**src/rtl/inst_prefetch_unit.sv**
```systemverilog
`default_nettype none
// ============================================================================
// inst_prefetch_unit : decoupled RV32 fetch front end with a DEPTH-entry buffer
// Rev 1.0
// ============================================================================
module inst_prefetch_unit #(
  parameter int          DEPTH    = 4,
  parameter logic [31:0] RESET_PC = 32'h0000_0000
) (
  input  logic        clk,
  input  logic        rst,
  output logic [31:0] PC,
  output logic        Inst_Req_Valid,
  input  logic        Inst_Req_Ready,
  input  logic [31:0] Instruction,
  input  logic        Inst_Valid,
  output logic        Inst_Ready,
  input  logic        redirect_valid,
  input  logic [31:0] redirect_pc,
  output logic        out_valid,
  input  logic        out_ready,
  output logic [31:0] out_inst,
  output logic [31:0] out_pc,
  output logic [31:0] fetch_cnt,
  output logic [31:0] drop_cnt
);

  localparam int          CW    = $clog2(DEPTH) + 1;
  localparam int          PW    = $clog2(DEPTH);
  localparam logic [CW:0] LIMIT = (CW+1)'(DEPTH);

  logic          rst_q;
  logic [31:0]   resp_pc;
  logic [CW-1:0] occupancy;
  logic [CW-1:0] inflight;
  logic [CW-1:0] pending_drop;
  logic [PW-1:0] head;
  logic [PW-1:0] tail;
  logic [31:0]   inst_mem [DEPTH];
  logic [31:0]   pc_mem   [DEPTH];

  logic          req_fire;
  logic          resp_accept;
  logic          resp_drop;
  logic          push;
  logic          pop;
  logic [31:0]   new_pc;

  // Credit rule: a request is only issued if its response is guaranteed a slot.
  assign Inst_Req_Valid = !rst && !rst_q && !redirect_valid &&
                          (({1'b0, occupancy} + {1'b0, inflight}) < LIMIT);
  assign Inst_Ready     = 1'b1;
  assign req_fire       = Inst_Req_Valid && Inst_Req_Ready;

  // Responses with nothing outstanding (e.g. stragglers after reset) are ignored.
  assign resp_accept = Inst_Valid && (inflight != '0);
  assign resp_drop   = resp_accept && (redirect_valid || (pending_drop != '0));
  assign push        = resp_accept && !resp_drop;

  assign out_valid = (occupancy != '0) && !redirect_valid;
  assign pop       = out_valid && out_ready;
  assign out_inst  = inst_mem[head];
  assign out_pc    = pc_mem[head];
  assign new_pc    = redirect_pc & 32'hFFFF_FFFC;

  always_ff @(posedge clk) begin
    if (rst) begin
      rst_q        <= 1'b1;
      PC           <= RESET_PC;
      resp_pc      <= RESET_PC;
      occupancy    <= '0;
      inflight     <= '0;
      pending_drop <= '0;
      head         <= '0;
      tail         <= '0;
      fetch_cnt    <= '0;
      drop_cnt     <= '0;
    end else begin
      rst_q    <= 1'b0;
      inflight <= inflight + CW'(req_fire) - CW'(resp_accept);
      if (req_fire) begin
        PC        <= PC + 32'd4;
        fetch_cnt <= fetch_cnt + 32'd1;
      end
      if (resp_drop) begin
        drop_cnt <= drop_cnt + 32'd1;
      end
      if (redirect_valid) begin
        // Everything still outstanding after this cycle belongs to the old path.
        occupancy    <= '0;
        head         <= tail;
        PC           <= new_pc;
        resp_pc      <= new_pc;
        pending_drop <= inflight - CW'(resp_accept);
      end else begin
        occupancy <= occupancy + CW'(push) - CW'(pop);
        if (resp_drop) begin
          pending_drop <= pending_drop - CW'(1);
        end
        if (push) begin
          tail    <= tail + PW'(1);
          resp_pc <= resp_pc + 32'd4;
        end
        if (pop) begin
          head <= head + PW'(1);
        end
      end
    end
  end

  always_ff @(posedge clk) begin
    if (push && !rst) begin
      inst_mem[tail] <= Instruction;
      pc_mem[tail]   <= resp_pc;
    end
  end

endmodule
`default_nettype wire

```
**config.mk**
```make
export PLATFORM = sky130hd
export DESIGN_NAME = inst_prefetch_unit
export DESIGN_NICKNAME = d
export VERILOG_FILES = /design/src/rtl/inst_prefetch_unit.sv
export SDC_FILE = /design/constraint.sdc
export NUM_CORES = 1
export LEC_CHECK = 0
export CAP_MARGIN = 30
export CORE_MARGIN = 4
export CORE_UTILIZATION = 49
export DETAILED_ROUTE_END_ITERATION = 16
export PLACE_DENSITY = 0.73
export SYNTH_ARGS = -nofsm -noshare
export SYNTH_HDL_FRONTEND = slang
export SYNTH_SLANG_ARGS = --single-unit
```
**constraint.sdc**
```tcl
create_clock -name clk -period 8.1 [get_ports clk]
set_clock_uncertainty 0.2 [all_clocks]
set_input_delay 2.43 -clock clk [delete_from_list [all_inputs] [get_ports clk]]
set_output_delay 2.43 -clock clk [all_outputs]
set_load 0.05 [all_outputs]
```
### After elaboration in Yosys (flattened, before gate mapping)

Memory sizes are Yosys's and may differ from the RTL's. A register that Yosys moved wholly into a read port is not among the register bits.
Cells that the tools add are included.
W data, S select, Z words.

| word-level totals | value |
|---|---|
| bits in registers | 142 |
| bits in latches | 0 |
| bits in writable memories | 256 |
| ROM bits | 0 |
| input port bits | 70 |
| output and inout bits | 163 |
| word-level logic and storage cells | 68 |
| memories kept | 2 |

Memories:

| memory | depth | bits a word | read ports | clocked after Yosys merged registers in | wr ports | RTL line | text |
|---|---|---|---|---|---|---|---|
| inst_mem | 4 | 32 | 1 | 1 | 1 | 39 | `logic [31:0] inst_mem [DEPTH];` |
| pc_mem | 4 | 32 | 1 | 1 | 1 | 40 | `logic [31:0] pc_mem [DEPTH];` |

| cells by class | value |
|---|---|
| add/sub/neg operators | 13 |
| multiply operators | 0 |
| divide/modulo/power cells | 0 |
| order comparisons | 1 |
| eq/ne operators | 0 |
| shift operators | 0 |
| multiplexer cells | 15 |
| bitwise logic cells | 1 |
| reductions and logical operators | 24 |

Operators by type and width:

| operator | number |
|---|---|
| $mux W32 | 4 |
| $add A32 B1 Y32 const B | 2 |
| $add A32 B3 Y32 const B | 2 |
| $mux W2 | 6 |
| $logic_and A1 B1 Y1 | 10 |
| $reduce_bool A3 Y1 | 3 |
| $sub A3 B1 Y3 | 3 |
| $reduce_bool A2 Y1 | 4 |
| $add A3 B1 Y3 | 2 |
| $mux W3 | 2 |
| $add A2 B1 Y2 const B | 2 |
| $add A3 B3 Y4 | 1 |
| $logic_not A1 Y1 | 4 |
| $lt A4 B3 Y1 const B | 1 |
| $mux W1 | 3 |
| $sub A3 B1 Y3 const B | 1 |
| $reduce_and A2 Y1 | 1 |
| $reduce_or A2 Y1 | 1 |
| $logic_or A1 B1 Y1 | 1 |
| $not A1 Y1 | 1 |

### Depth between registers and ports, before layout

Gate-level depths: netlist (run 1).

| logic depth | value |
|---|---|
| depth in word-level cells | 8 |
| depth in mapped cells | 13 |
| mapped depth without buffers | 12 |

### Worst setup path before layout (run 1)

OpenSTA, ideal clock, no wires.

| path | value |
|---|---|
| path type | input to register |
| start point | input port redirect_valid |
| end point | memory inst_mem[1][0], enable pin |
| setup time | 571 ps |
| data arrival time | 7929 ps |
| data required time | 7329 ps |
| path slack | -600 ps |
| stages | 6 |
| buffers on the path | 2 |
| cell sequence | buf_6 -> or3b_4 -> nor2_4 -> inv_2 -> clkbuf_1 -> nor3b_1 |

| on the way | value |
|---|---|
| word-level cells in the longest chain between the ends | 7 |

Ends and longest elaborated chain:

| element | RTL line | text |
|---|---|---|
| start, declared | 18 | `input logic redirect_valid,` |
| $logic_or A1 B1 Y1 | 57 | `assign resp_drop = resp_accept && (redirect_valid \|\| (pending_drop != '0));` |
| $logic_and A1 B1 Y1 | 57 |  |
| $logic_not A1 Y1 | 58 | `assign push = resp_accept && !resp_drop;` |
| $logic_and A1 B1 Y1 | 58 |  |
| $logic_and A1 B1 Y1 | 112 | `if (push && !rst) begin` |
| $mux W1 | 112 |  |
| $mux W1 (not written as such) | 113 | `inst_mem[tail] <= Instruction;` |
| end, declared | 39 |  |

No other way between the ends.

### Worst setup path in the final report (run 1)

| path | value |
|---|---|
| start point | input port rst |
| end point | output port Inst_Req_Valid |

| on the way | value |
|---|---|
| word-level cells in the longest chain between the ends | 4 |

Ends and longest elaborated chain:

| element | RTL line | text |
|---|---|---|
| start, declared | 11 | `input logic rst,` |
| $logic_not A1 Y1 | 50 | `assign Inst_Req_Valid = !rst && !rst_q && !redirect_valid &&` |
| $logic_and A1 B1 Y1 (3 in a row) | 50 |  |
| end, declared | 13 | `output logic Inst_Req_Valid,` |

No other way between the ends.

==> flow_summary.toml, run 1 <==
[grt]
grt_max_degree = 84
overflow = 0
antenna_found_initial = 1
grt_pass1_wl_um = 58700
grt_pass1_vias = 10500
grt_util_all_layers = 0.203

[timing]
max_freq_mhz = 148
tightest_slew_ps = 953
finalSetupViolations = 0
rsz0062_at_grt = "no"
period_share = 0.832
hold_viol = 0
setup_ws_ps = 1360
layout_min_cycle_time_ps = 6740
slew_violations = 0
slew_headroom = 0.365

[synthesis]
synthCells = 1212
async_flop_share = 0
ys_top_cells_by_area = "edfxtp_1 46%, dfxtp_1 17%, mux4_2 8.7%"
yosysUniqueCellTypes = 62
synth_flop_cell = "edfxtp_1"
yosysWarnings = 0
ys_ff_latch = 388
seq_area_frac_synth = 0.635
synth_top_area_cell = "edfxtp_1"
netlist_area_um2 = 16100
synth-edff-count = 248
syn_area_per_cell_um2 = 13.3
yosysTopAreaCellShare = 0.461

[critical_path]
crit_fanout = 56
crit_path_end_kind = "output pin"
critPathLaunchType = "input port"
crit_required_ps = 5470
crit_type = "input port to output pin"
cp.arrival_ps = 4110

[placement]
gp_congestion = 0.841
io_buffers = 225
dp.final_hpwl_um = 24100
post-place-ws_ps = 1320
placedCellCount = 1824
post_dp_cell_area_um2 = 18800

[power]
p_int_uw = 3430
power_leakage_uw = 0.00636
power.total_uw = 4600
comb_power_share = 0.137
ir_drop_uv = 135
power_switching_uw = 1170
switching_share = 0.255
pwr-share-clk = 0.375
seqPwrFrac = 0.488
p_per_area_nw_per_um2 = 230

[layout]
final_layout_size_suffix_gt1_frac = 0.109
multi_input_area_um2 = 5500
final_net_count = 1514
post-route-util = 0.614
layout_commonest_cell = "edfxtp_1"
fill_cells = 2564
final_cells = 1894
regArea_um2 = 10300
layout_common_cells = "248 x edfxtp_1, 223 x clkdlybuf4s50_1, 138 x dfxtp_1"
area_delta_synth_final_pct = 23.9
diodes = 0
post-route-cell-area_um2 = 20000

[route]
viasPerCell = 5.72
ant_nets = 0
drt_iter0_markers = 784
routed_wirelength_um = 37300
vias = 10800
drt_first_pass_iters = 6
wire_per_inst_um = 19.7
drcViolationCount = 0

[flow_run]
maxCapViolations = 0

[clock_tree]
cts_tree = "built"
cts_resized = 0
clk_pin_slew_ps = 50
clockBufferDepth = 3
ctsHoldBuffers = 0
cts_setup_buffers = 0
clk_latency_ps = 520
cts_buffers = 40
cts_root_buf = "clkbuf_16"
clock-sinks = 388
htreeDepth = 2

[die]
core_um2 = 32500
die-width_um = 189
die_area_um2 = 35900
floorplan.initialDensity = 0.496
die_y_um = 189
rows = 66
ios = 233

[min_path]
min_path_type = "flop to flop"

[outcome]
status = "completed"
==> power by group through the flow <==
stage | Sequential (uW) | Combinational, uW | Clock, uW
floorplan | 2300 | 402 | 0
global placement | 2290 | 622 | 0
detailed placement | 2290 | 635 | 0
CTS | 2250 | 637 | 1770
global route | 2260 | 673 | 1860
finish | 2250 | 630 | 1720
==> cells in the mapped netlist (2+ instances only) <==
library cell  count
edfxtp_1        248
dfxtp_1         140
nand2_1          80
nor2_1           77
a21oi_1          65
mux4_2           62
o21ai_0          57
clkbuf_1         47
nand4_1          47
or3_1            43
nand3_1          42
a31oi_1          29
inv_1            28
xnor2_1          27
xor2_1           19
ha_1             18
nor3_1           17
and3_1           15
a211oi_1         12
and2_1           12
buf_2            12
and4_1           11
a41oi_1           9
mux2_2            8
buf_4             6
nand3b_1          6
nor3b_1           6
nor4_1            6
or4_1             6
a32oi_1           5
o211ai_1          4
inv_2             3
mux2i_1           3
nor2b_1           3
nor4_4            3
o31ai_1           3
a21boi_0          2
buf_1             2
conb_1            2
fa_1              2
nor4_2            2
o311ai_0          2
or2_2             2
==> final cells by class <==
cell class / instances / share of cell area
clock buffers: 59 / 0.0577
clock inverters: 11 / 0.00401
inverters: 31 / 0.00582
multi-input cells: 728 / 0.275
flip-flops and latches: 388 / 0.513
well taps: 442 / 0.0277
repair buffers: 235 / 0.117
==> sequential cells by signal (all words and copies together), names as in the netlist, named ones only <==
signal / cells
tail: 2
inflight: 3
head: 2
drop_cnt: 32
pending_drop: 3
rst_q: 1
fetch_cnt: 32
PC: 30
resp_pc: 30
occupancy: 3
inst_mem: 128
pc_mem: 120
==> stage by stage <==
stage               TNS, ps  hold WS [ps]
global route              0           324
floorplan           -146300           255
global placement          0           272
finish                    0           295
CTS                       0           292
detailed placement        0           287
==> per-layer routing <==
| metal | part of all wire | global-route usage | vias up |
|---|---|---|---|
| li1 | - | - | 5067 |
| met5 | 0.00051 | 0 | - |
| met2 | 0.46 | 0.314 | 410 |
| met3 | 0.10 | 0.0730 | 59 |
| met4 | 0.024 | 0.0520 | 2 |
| met1 | 0.42 | 0.277 | 5299 |
==> critical path: stages <==
cell             delay (ps)
buf_4                   280
nor2_2                  330
and3_1                  230
clkdlybuf4s50_1         810
==> cell families after synthesis <==
logic type / count (synthesis) / share of synthesized area
flops: 388 / 0.635
simple gates: 386 / 0.130
compound gates: 198 / 0.0734
mux: 73 / 0.0940
xor+xnor: 46 / 0.0250
buf+inv: 99 / 0.0258
fa+ha+maj: 20 / 0.0164
other cells: 2 / 0.000465
==> path summary, 6_finish.rpt <==
| check | start | endpoint | slack [ps] | cells after the start |
|---|---|---|---|---|
| max | rst | Inst_Req_Valid | 1360 | 4 |
| min | drop_cnt[1] | drop_cnt[1] | 290 | 2 |
| max reg2reg | inflight[2] | inflight[2] | 4680 | 12 |
| min reg2reg | drop_cnt[1] | drop_cnt[1] | 290 | 2 |
Power figures use the tool's default switching activity.
==> inputs of run 2 (changes only) <==
- CORE_UTILIZATION: 49 -> 55
- PLACE_DENSITY: 0.73 -> 0.78
- clock period: 8.1 -> 6.5 ns (I/O delays scaled with it)
==> flow_summary.toml, run 2 (synthesis results as in run 1) <==
[critical_path]
slowest_delay_ps = 810
crit_buf_inv = 2
cp.arrival_ps = 3380
rr_worst_depth = 12
path_cells = "buf_2, nor2_2, and3_1, clkdlybuf4s50_1"
crit_path_top_delay_cell = "clkdlybuf4s50_1"
regToRegEndpoint = "inflight[2]"
crit_type = "input port to output pin"
reg2reg_slack_ps = 3090
reg2reg_from = "inflight[2]"
crit_fanout = 8
critPathLaunchType = "input port"
crit_path_end_kind = "output pin"
crit_required_ps = 4350
crit_family = "buffers and inverters"

[timing]
slew_headroom = 0.395
max_freq_mhz = 181
slew_violations = 0
layout_min_cycle_time_ps = 5530
period_share = 0.851
hold_viol = 0
rsz0062_at_grt = "no"
finalSetupViolations = 0
setup_ws_ps = 972
fin_setup_tns_ps = 0
tightest_slew_ps = 903

[grt]
overflow = 0
grt_pass1_wl_um = 60100
grt_pass1_vias = 10800
antenna_found_initial = 2
grt_max_degree = 74
grt_util_all_layers = 0.238

[clock_tree]
cts_resized = 0
cts_buffers = 41
cts_root_buf = "clkbuf_16"
cts_setup_buffers = 0
clk_latency_ps = 520
cts_tree = "built"
ctsHoldBuffers = 0
htreeDepth = 2
clk_pin_slew_ps = 60
clock-sinks = 388
clockBufferDepth = 3

[die]
die_y_um = 179
die-width_um = 179
floorplan.initialDensity = 0.559
core_um2 = 28900
rows = 62
ios = 233
die_area_um2 = 32100

[outcome]
status = "completed"

[layout]
final_layout_size_suffix_gt1_frac = 0.119
fill_cells = 2027
largest_reg_flops = 128
layout_commonest_cell = "edfxtp_1"
layout_common_cells = "248 x edfxtp_1, 223 x clkdlybuf4s50_1, 138 x dfxtp_1"
area_delta_synth_final_pct = 24.2
post-route-cell-area_um2 = 20000
final_net_count = 1520
top_regs = "inst_mem x128, pc_mem x120"
regMostFlops = "inst_mem"
diodes = 0

[route]
ant_nets = 0
wire_per_inst_um = 21.2
drcViolationCount = 0
routed_wirelength_um = 39000
drt_iter0_markers = 873
drt_first_pass_iters = 5
viasPerCell = 6.02
vias = 11100

[power]
p_per_area_nw_per_um2 = 290
ir_drop_uv = 188
power_leakage_uw = 0.00641

[placement]
gp_congestion = 0.879
io_buffers = 225
post_dp_cell_area_um2 = 18700
dp.final_hpwl_um = 24400
post-place-ws_ps = 952

[min_path]
holdPathStages = 2
min_path_type = "flop to flop"
hold_end = "fetch_cnt[31]"
hp-start = "fetch_cnt[31]"

[flow_run]
maxCapViolations = 0
-- run 2: final cells by class --
cell class              count  area (um2)  area share
well taps                 384         480      0.0240
clock inverters            21         181     0.00905
clock buffers              50        1110      0.0554
flip-flops and latches    388       10300       0.512
repair buffers            240        2390       0.119
inverters                  31         116     0.00581
multi-input cells         728        5500       0.275
-- run 2: power by group --
group | internal, uW | switching, uW
clock network | 1300 | 924
registers | 2700 | 101
logic | 308 | 486
-- run 2: worst register-to-register path: cells and delay by family (launching register included) --
family	cells	cell delay (ps)
buffers and inverters	4	780
and+or+nand+nor	3	490
DFF	1	460
xor gates and xnor gates	1	160
adders and majority gates	4	1170
-- run 2: per-stage QoR --
stage                     instances   util  power [uW]  hold slack, ps
after floorplan                1215      -        3370             255
after global placement         1771  0.650        3630             268
after detailed placement       1771  0.650        3640             280
after CTS                      1842  0.695        5860             295
after global routing           1842  0.695        6030             310
final                          1842  0.695        5820             297
-- run 2: layer usage --
metal | track usage | share of wire | vias to the layer above
li1 | - | - | 5074
met1 | 0.315 | 0.40 | 5492
met2 | 0.389 | 0.48 | 473
met3 | 0.0780 | 0.10 | 52
met4 | 0.0511 | 0.016 | 4
met5 | 0 | 0.00087 | -
-- run 2: how the worst max path moves through the flow --
stage,endpoint,startpoint,depth (start not counted)
detailed placement,Inst_Req_Valid,redirect_valid,4
floorplan,inst_mem[1][0],redirect_valid,6
finish,Inst_Req_Valid,redirect_valid,4
CTS,Inst_Req_Valid,redirect_valid,4
global route,Inst_Req_Valid,redirect_valid,4
global placement,Inst_Req_Valid,redirect_valid,4
==> inputs of run 3 (changes only) <==
- ABC_AREA: not set -> 1
- CORE_UTILIZATION: 55 -> 56
- PLACE_DENSITY: 0.78 -> 0.85
- SKIP_LAST_GASP: not set -> 1
==> flow_summary.toml, run 3 <==
[placement]
io_buffers = 225
dp.final_hpwl_um = 31400
gp_congestion = 0.952
post_dp_cell_area_um2 = 20500

[power]
ir_drop_uv = 180
comb_power_share = 0.169
power_switching_uw = 1740
pwr-share-clk = 0.362
p_int_uw = 4240
switching_share = 0.291
seqPwrFrac = 0.469
power_leakage_uw = 0.00769
p_per_area_nw_per_um2 = 275

[synthesis]
synth-edff-count = 248
yosysUniqueCellTypes = 42
seq_area_frac_synth = 0.573
yosysTopAreaCellShare = 0.417
ys_top_cells_by_area = "edfxtp_1 42%, dfxtp_1 16%, nand2_1 10%"
yosysWarnings = 0
ys_ff_latch = 388
synthTopCellsByCount = "487 x nand2_1, 374 x nor2_1, 248 x edfxtp_1"
synthCells = 2057
synth_flop_cell = "edfxtp_1"
syn_area_per_cell_um2 = 8.69
netlist_area_um2 = 17900
async_flop_share = 0
synth_top_area_cell = "edfxtp_1"
yosysMostFrequentCell = "nand2_1"

[min_path]
min_path_type = "flop to flop"

[route]
drt_first_pass_iters = 6
ant_nets = 0
drcViolationCount = 0
drt_iter0_markers = 1460
vias = 15300
viasPerCell = 5.69
routed_wirelength_um = 48100
wire_per_inst_um = 17.8

[timing]
layout_min_cycle_time_ps = 5390
hold_viol = 0
tightest_slew_ps = 953
finalSetupViolations = 0
fin_setup_tns_ps = 0
slew_headroom = 0.365
rsz0062_at_grt = "no"
period_share = 0.829
max_freq_mhz = 186
slew_violations = 0

[die]
ios = 233
die-width_um = 187
die_area_um2 = 34800
floorplan.initialDensity = 0.567
die_y_um = 187
rows = 65
core_um2 = 31600

[grt]
grt_util_all_layers = 0.266
overflow = 0
antenna_found_initial = 2
grt_pass1_wl_um = 76600
grt_max_degree = 87
grt_pass1_vias = 15000

[layout]
area_delta_synth_final_pct = 21.6
final_net_count = 2352
layout_commonest_cell = "nand2_1"
post-route-util = 0.689
final_layout_size_suffix_gt1_frac = 0.0467
layout_common_cells = "487 x nand2_1, 370 x nor2_1, 248 x edfxtp_1"
top_regs = "inst_mem x128, pc_mem x120"
regMostFlops = "inst_mem"
largest_reg_flops = 128
post-route-cell-area_um2 = 21700

[critical_path]
crit_required_ps = 4350
slowest_delay_ps = 530
crit_path_end_kind = "output pin"
critPathLaunchType = "input port"
path_cells = "clkdlybuf4s50_1, nor2_4, nand2_2, nor2_4, buf_12"
crit_family = "buffers and inverters"
cp.arrival_ps = 3240
crit_fanout = 6
cp_common_cell = "nor2_4"
crit_type = "input port to output pin"
crit_buf_inv = 2
crit_path_top_delay_cell = "clkdlybuf4s50_1"

[flow_run]
maxCapViolations = 0

[clock_tree]
clk_pin_slew_ps = 60
cts_tree = "built"
cts_root_buf = "clkbuf_16"
clk_latency_ps = 540
cts_buffers = 40
clockBufferDepth = 3
clock-sinks = 388
htreeDepth = 2
ctsHoldBuffers = 0
cts_setup_buffers = 0
cts_resized = 0

[outcome]
status = "completed"
==> run 3: metal layers <==
metal / track usage / up-vias / part of all wire / wire length, um
met2: 0.447 / 704 / 0.47 / 22700
met1: 0.342 / 7213 / 0.40 / 19400
li1: - / 7302 / - / -
met3: 0.0679 / 107 / 0.10 / 4790
met5: 0 / - / 0.00012 / 6
met4: 0.0842 / 2 / 0.026 / 1250
==> run 3: metrics by stage <==
stage	instances	setup WS, ps	hold slack (ps)	total power [uW]
6_report	2695	1110	273	5990
5_1_grt	2694	959	300	6200
4_1_cts	2693	1100	275	6010
3_5_place_dp	2622	1110	257	3860
3_3_place_gp	2622	1130	249	3820
2_1_floorplan	2060	523	239	3500
==> run 3: worst reg2reg max path, stage by stage, from the launching register on <==
cell and delay (ps):
dfxtp_1 450, ha_1 280, nand3_1 70, nand2_1 80, nor2_4 180, nand2_4 350, ha_1 440, inv_1 60
ha_1 130, inv_1 50, fa_1 380, o21ai_0 220, a21oi_1 70
==> run 3: power by group through the flow <==
stage	registers (uW)	clock network, uW	logic (uW)
detailed placement	2860	0	1000
floorplan	2870	0	631
CTS	2810	2190	1010
global placement	2850	0	974
finish	2810	2160	1010
global route	2820	2300	1090
==> run 3: final timing paths <==
kind,depth (start not counted),slack [ps],endpoint,startpoint
max,5,1110,Inst_Req_Valid,redirect_valid
min,2,270,pending_drop[0],pending_drop[0]
max reg2reg,12,3420,inflight[2],inflight[1]
min reg2reg,2,270,pending_drop[0],pending_drop[0]
==> run 3: layout make-up <==
type / instances / area, um2
diodes: 2 / 5.00
clock buffers: 58 / 1130
clock inverters: 13 / 96.3
fillers: 2368 / 9820
inverters: 160 / 606
multi-input cells: 1431 / 6680
flip-flops and latches: 388 / 10300
well taps: 402 / 503
repair buffers: 241 / 2460
==> run 3: kinds of logic after synthesis <==
family                   after synthesis  synth area share
XOR/XNOR                              20           0.00980
AND/OR/NAND/NOR                     1023             0.238
other                                  2          0.000420
adder cells (fa/ha/maj)               20            0.0148
AO/OA/AOI/OAI                        363             0.109
flip-flops                           388             0.573
buffers and inverters                241            0.0552
